File: src/rtl/evm_ballot_ctrl.sv
// evm_ballot_ctrl: one-vote-per-ID ballot arming, saturating per-candidate tallies and result readout
module evm_ballot_ctrl #(
  parameter int NUM_CAND    = 4,
  parameter int CNT_W       = 8,
  parameter int ID_W        = 5,
  parameter int ARM_TIMEOUT = 255,
  parameter int LED_HOLD    = 4
) (
  input  logic                clock,
  input  logic                reset,
  input  logic                mode,
  input  logic                id_valid,
  input  logic [ID_W-1:0]     voter_id,
  input  logic [NUM_CAND-1:0] vote_btn,
  input  logic [3:0]          sel_cand,
  output logic                green_led,
  output logic                red_led,
  output logic                vote_ack,
  output logic [CNT_W-1:0]    result_count,
  output logic [CNT_W-1:0]    total_count
);
  localparam int TW = $clog2(ARM_TIMEOUT + 1);
  localparam int HW = $clog2(LED_HOLD + 1);
  typedef enum logic [1:0] {IDLE, ARMED, REJECT} state_t;
  state_t r_state, w_next;
  logic [TW-1:0] r_tmr;
  logic [HW-1:0] r_hold;
  logic [ID_W-1:0] r_id;
  logic [(1<<ID_W)-1:0] r_used;
  logic [CNT_W-1:0] r_cnt [NUM_CAND];
  logic [CNT_W-1:0] r_res, r_total, w_sel;
  logic r_green, r_red, r_ack, w_onehot, w_vote;
  assign w_onehot = (|vote_btn) && !(|(vote_btn & (vote_btn - NUM_CAND'(1))));
  always_comb begin
    w_next = r_state;
    w_vote = 1'b0;
    case (r_state)
      IDLE:    if (!mode && id_valid) w_next = r_used[voter_id] ? REJECT : ARMED;
      ARMED: begin
        // a clean press beats a same-cycle timeout; switching to result mode aborts outright
        w_vote = !mode && w_onehot;
        if (mode || w_vote || r_tmr == TW'(1)) w_next = IDLE;
      end
      REJECT:  if (r_hold == HW'(1)) w_next = IDLE;
      default: w_next = IDLE;
    endcase
  end
  always_comb begin
    w_sel = '0;
    for (int i = 0; i < NUM_CAND; i++) if (sel_cand == 4'(i)) w_sel = r_cnt[i];
  end
  always_ff @(posedge clock) r_state <= reset ? IDLE : w_next;
  always_ff @(posedge clock) begin
    if (reset) begin
      r_tmr   <= '0;
      r_hold  <= '0;
      r_id    <= '0;
      r_used  <= '0;
      r_total <= '0;
      r_res   <= '0;
      r_green <= 1'b0;
      r_red   <= 1'b0;
      r_ack   <= 1'b0;
      for (int i = 0; i < NUM_CAND; i++) r_cnt[i] <= '0;
    end else begin
      r_green <= w_next == ARMED;
      r_red   <= w_next == REJECT;
      r_ack   <= w_vote;
      r_res   <= mode ? w_sel : '0;
      if (r_state == IDLE) begin
        r_id   <= voter_id;
        r_tmr  <= TW'(ARM_TIMEOUT);
        r_hold <= HW'(LED_HOLD);
      end else begin
        r_tmr  <= r_tmr - TW'(1);
        r_hold <= r_hold - HW'(1);
      end
      if (w_vote) begin
        r_used[r_id] <= 1'b1;
        r_total      <= &r_total ? r_total : r_total + CNT_W'(1);
        for (int i = 0; i < NUM_CAND; i++)
          if (vote_btn[i] && !(&r_cnt[i])) r_cnt[i] <= r_cnt[i] + CNT_W'(1);
      end
    end
  end
  assign green_led    = r_green;
  assign red_led      = r_red;
  assign vote_ack     = r_ack;
  assign result_count = r_res;
  assign total_count  = r_total;
endmodule

File: config.mk
export PLATFORM = sky130hd
export DESIGN_NAME = evm_ballot_ctrl
export DESIGN_NICKNAME = d
export VERILOG_FILES = /design/src/rtl/evm_ballot_ctrl.sv
export SDC_FILE = /design/constraint.sdc
export NUM_CORES = 1
export LEC_CHECK = 0
export ABC_AREA = 1
export BUFFER_PORTS_ARGS = -buffer_cell sky130_fd_sc_hd__buf_2
export CAP_MARGIN = 0
export CORE_MARGIN = 1.5
export CORE_UTILIZATION = 50
export CTS_CLUSTER_SIZE = 12
export DETAILED_ROUTE_END_ITERATION = 10
export GPL_TIMING_DRIVEN = 1
export PLACE_DENSITY_LB_ADDON = 0.12
export RECOVER_POWER = 50
export SLEW_MARGIN = 15
export SYNTH_ARGS = -nofsm -noshare
export SYNTH_HDL_FRONTEND = slang
export SYNTH_SLANG_ARGS = --single-unit
File: constraint.sdc
create_clock -name clock -period 2 [get_ports clock]
set_input_delay 0.1 -clock clock [delete_from_list [all_inputs] [get_ports clock]]
set_output_delay 0.1 -clock clock [all_outputs]
set_load 0.02 [all_outputs]
==> impl.org <==
** Worst setup path
- For the worst setup path, the data required time is 2.13 ns.
- STA classifies the critical path endpoint as a flop.
- Reg2reg path depth :: 7
- STA classifies the critical path startpoint as a flop.
- The endpoint identified for the worst register-to-register timing path is r_cnt[0][5].
- The worst register-to-register path begins at r_cnt[0][0].
- Startpoint-to-endpoint class of the critical path :: flop to flop
- Of all nets on the critical path, the largest fanout is 8.
- At the worst endpoint, the arrival time is between 1.5 and 2 ns.
- In this run the register-to-register setup slack is around 0.22 ns.

** Worst hold path
- The min-delay analysis places its worst path in the category input port to flop.
- For hold timing, the worst endpoint is r_id[3].
- The worst hold path was traced through 3 stages.
- Worst hold path startpoint :: voter_id[3]

** Detailed routing
- Total routed wire length on the met1 layer :: between 4 and 5 mm
- Wires add up to slightly above 10 mm.
- DRT Pass-1 Iters :: 5
- After detailed routing, no signal wire sits above met4.
- The first routing iteration left roughly 180 violations.
- After detailed routing, the number of remaining DRC violations is 0.
- Vias/cell :: slightly above 5
- For this block, the via count after detailed routing is approximately 3900.
- After detailed routing, the met2 layer carries 5.09 mm of wire.
- Detailed-routed wire length on met3 :: approximately 350 µm
- In the final routed layout, each cell accounts on average for about 13 µm.
- Once detail routing completed, the nets flagged for antenna violations numbered 0.

** Logic synthesis
- When the netlist entered floorplanning its net count stood at roughly 630.
- After synthesis, the largest family of logic cells by area is simple AND/OR/NAND/NOR gates.
- Of the total synthesized cell area, the portion taken by XOR and XNOR cells is 0.0523.
- Synthesized-area fraction occupied by adder cells :: 0.0232
- Of the synthesized area, sequential elements account for 0.483.
- In this run the mean area of a mapped cell was about 8.1 µm².
- Number of enable flip-flop cells after synthesis :: 32
- Counting flops and latches in the post-synthesis netlist gives roughly 100.
- The complex-gate fraction of the synthesized area came to 0.0890.
- The most used flip-flop cell after synthesis is dfxtp_1.
- Warnings, synthesis :: 0
- Number of distinct library cells after synthesis :: 37
- Counting flops with an async set or reset pin after synthesis yields a share of 0.
- Synthesis produced 600 cells.
- The synthesized netlist occupies a cell area of just under 0.005 mm².
- Of the total synthesized cell area, the portion taken by AND, OR, NAND and NOR gates is 0.285.
- Mux contribution to synthesized area :: 0

** Timing
- Final-report max-slew violation count :: 0
- Worst slew slack as a fraction of its limit :: 0.564
- Final worst setup slack :: roughly 0.22 ns
- Unrepaired setup endpoints after global routing :: no
- Worst Tran Pin Value :: ~0.65 ns
- Summed over all failing endpoints, the final setup total negative slack is 0 ns.
- Setup skew after layout :: 0.0101 ns
- Hold slack final :: between 0.06 and 0.07 ns
- Dividing the final minimum period by the clock period gives 0.892.
- The count of endpoints failing hold in the final timing report came to 0.
- Setup violations remaining at the end of the flow were counted as 0.
- Peak Freq :: ~0.56 GHz
- Clock period minus final worst setup slack :: 1.78 ns

** CTS
- Number of clock buffers inserted by TritonCTS :: 9
- The tree is rooted in a clkbuf_8.
- Number of buffers on the longest clock path :: 2
- Clock latency reported for the late side of the worst-skew pair :: around 0.37 ns
- Clock tree from TritonCTS :: yes
- For this design, the sink count on the clock tree is 101.
- Buffers inserted by post-CTS timing repair :: 0
- Clock transition at the registers of the reported paths :: roughly 0.09 ns
- Clock H-tree levels :: 3

** Placement
- The HPWL after detailed placement is around 7.3 mm.
- Placement-stage cell area :: between 0.005 and 0.006 mm²
- During placement, the flow inserted port buffers numbering 35.
- Counting tap cells, the placed design contains a total of about 760 instances.
- At the placement stage, the worst setup path has a slack of 0.193 ns.
- Global placement routability congestion :: 0.828

** Finish
- Number of standard cells in the layout, taps in and fillers out :: 779
- Commonest non-fill, non-tap cell in the layout :: nand2_1
- Final core utilization :: 0.574
- The number of antenna diodes in the final layout is 0.
- Commonest cells after routing, fill and taps aside :: nand2_1 (141), dfxtp_1 (69), nand3_1 (65)
- Post-layout nets :: between 600 and 700
- Of the cells placed in the final design, the portion with a size suffix greater than 1 is 0.131.
- Area growth, synth to finish :: 10.4%
- Layout Cell Area excl Fill :: approximately 0.0054 mm²

** Power
- Power per cell area :: roughly 720 mW/mm²
- Overall power after layout :: around 3.8 mW
- For this design the static power due to leakage is approximately 2.2 nW.
- IR analysis of the VDD net gives a maximum drop of 0.392 mV.

** Global routing
- Global routing finished with a remaining overflow of 0.
- Aggregate global-route resource usage :: 0.209
- The first global-routing pass estimated 17.0 mm of wire.
- Entering global routing, the biggest net connects 21 pins.
- Number of antenna violations at the first check in global routing :: 0
- The number of global-route vias before repair came to 3753.

** Outcome
- The run finished with clean final reports.

** Die
- The die covers ~0.01 mm².
- The die is around 100 µm wide.
- In this run the standard cell core region covers between 0.009 and 0.01 mm².
- In this run the vertical extent of the chip is roughly 100 µm.
- # IOs :: 36
- In this run the core area contains 35 standard-cell rows.
- Initial cell density of the core :: 0.520

** Flow run
- Count of max-cap constraint violations :: 0
synth_stat cells, types with 2 or more instances:
master    number  area share
nor3_1        13       0.013
dfxtp_1       69        0.28
a21oi_1       31       0.032
buf_6          2      0.0046
nor2_4         2      0.0046
xnor2_1        8       0.014
buf_4          2      0.0031
inv_2          4      0.0031
o22ai_1        6      0.0077
ha_1           9       0.023
clkbuf_1       6      0.0046
nand2_2        2      0.0026
nand2_4        4      0.0093
or2_2          2      0.0026
o21ai_1       16       0.017
nor2_1        43       0.033
nor2_2        27       0.035
nand3_1       65       0.067
a31oi_1        2      0.0026
clkinv_1       2      0.0015
nand2_1      140        0.11
o21ai_0       18       0.019
buf_2          3      0.0031
xor2_1        21       0.038
inv_1         60       0.046
edfxtp_1      32        0.20
critical path, stage by stage, from the launching register on:
cell,delay (ns)
edfxtp_1,0.41
ha_1,0.20
nand2_1,0.06
nor2_1,0.15
nand3_1,0.14
nor3_1,0.25
o21ai_0,0.14
buf_4,0.20
how the worst max path moves through the flow:
stage                   to         from  cells after the start
6_report       r_cnt[0][5]  r_cnt[0][0]                      7
5_1_grt        r_cnt[0][4]  r_cnt[0][0]                      7
4_1_cts        r_cnt[1][1]  r_cnt[1][0]                      7
3_5_place_dp   r_cnt[1][3]  r_cnt[1][0]                      7
3_3_place_gp   r_cnt[1][0]  r_cnt[1][0]                      7
2_1_floorplan  r_cnt[0][0]  r_cnt[0][0]                      6
registers in the layout, summed over array words and instances (netlist names):
name          flops
vote_ack          1
r_id              5
r_state           2
r_used           32
total_count       8
r_cnt            32
red_led           1
green_led         1
r_tmr             8
r_hold            3
result_count      8
area by class of cell:
cell class                      instances  area, µm²
Multi-Input combinational cell        419       2170
Fill cell                             886       3970
Inverter                               67        253
Tap cell                              129        161
Clock inverter                          5       60.1
Sequential cell                       101       2340
Clock buffer                           11        131
Timing Repair Buffer                   47        238
where the power goes:
part	total, mW	leakage [nW]	switching, mW	internal [mW]
clock network	1.29	0.0939	0.708	0.585
logic	0.334	1.21	0.227	0.108
registers	2.22	0.892	0.0516	2.17
cell families after synthesis:
kind of cell    Yosys count
buf+inv                  80
compound gates           79
flops                   101
fa+ha+maj                 9
simple gates            302
xor+xnor                 29
per-layer routing:
| layer | global-route usage | up-vias |
|---|---|---|
| met3 | 0.0414 | 10 |
| met4 | 0.0662 | 0 |
| met1 | 0.263 | 1815 |
| met2 | 0.362 | 78 |
| met5 | 0 | - |
| li1 | - | 2045 |
what timing repair did:
item,CTS,global route
setup endpoints to repair,0,8
hold buffers,1,0
gates resized for setup,0,1
endpoints found under the hold margin,1,0
Note: power is estimated with default switching activity, not from simulation.
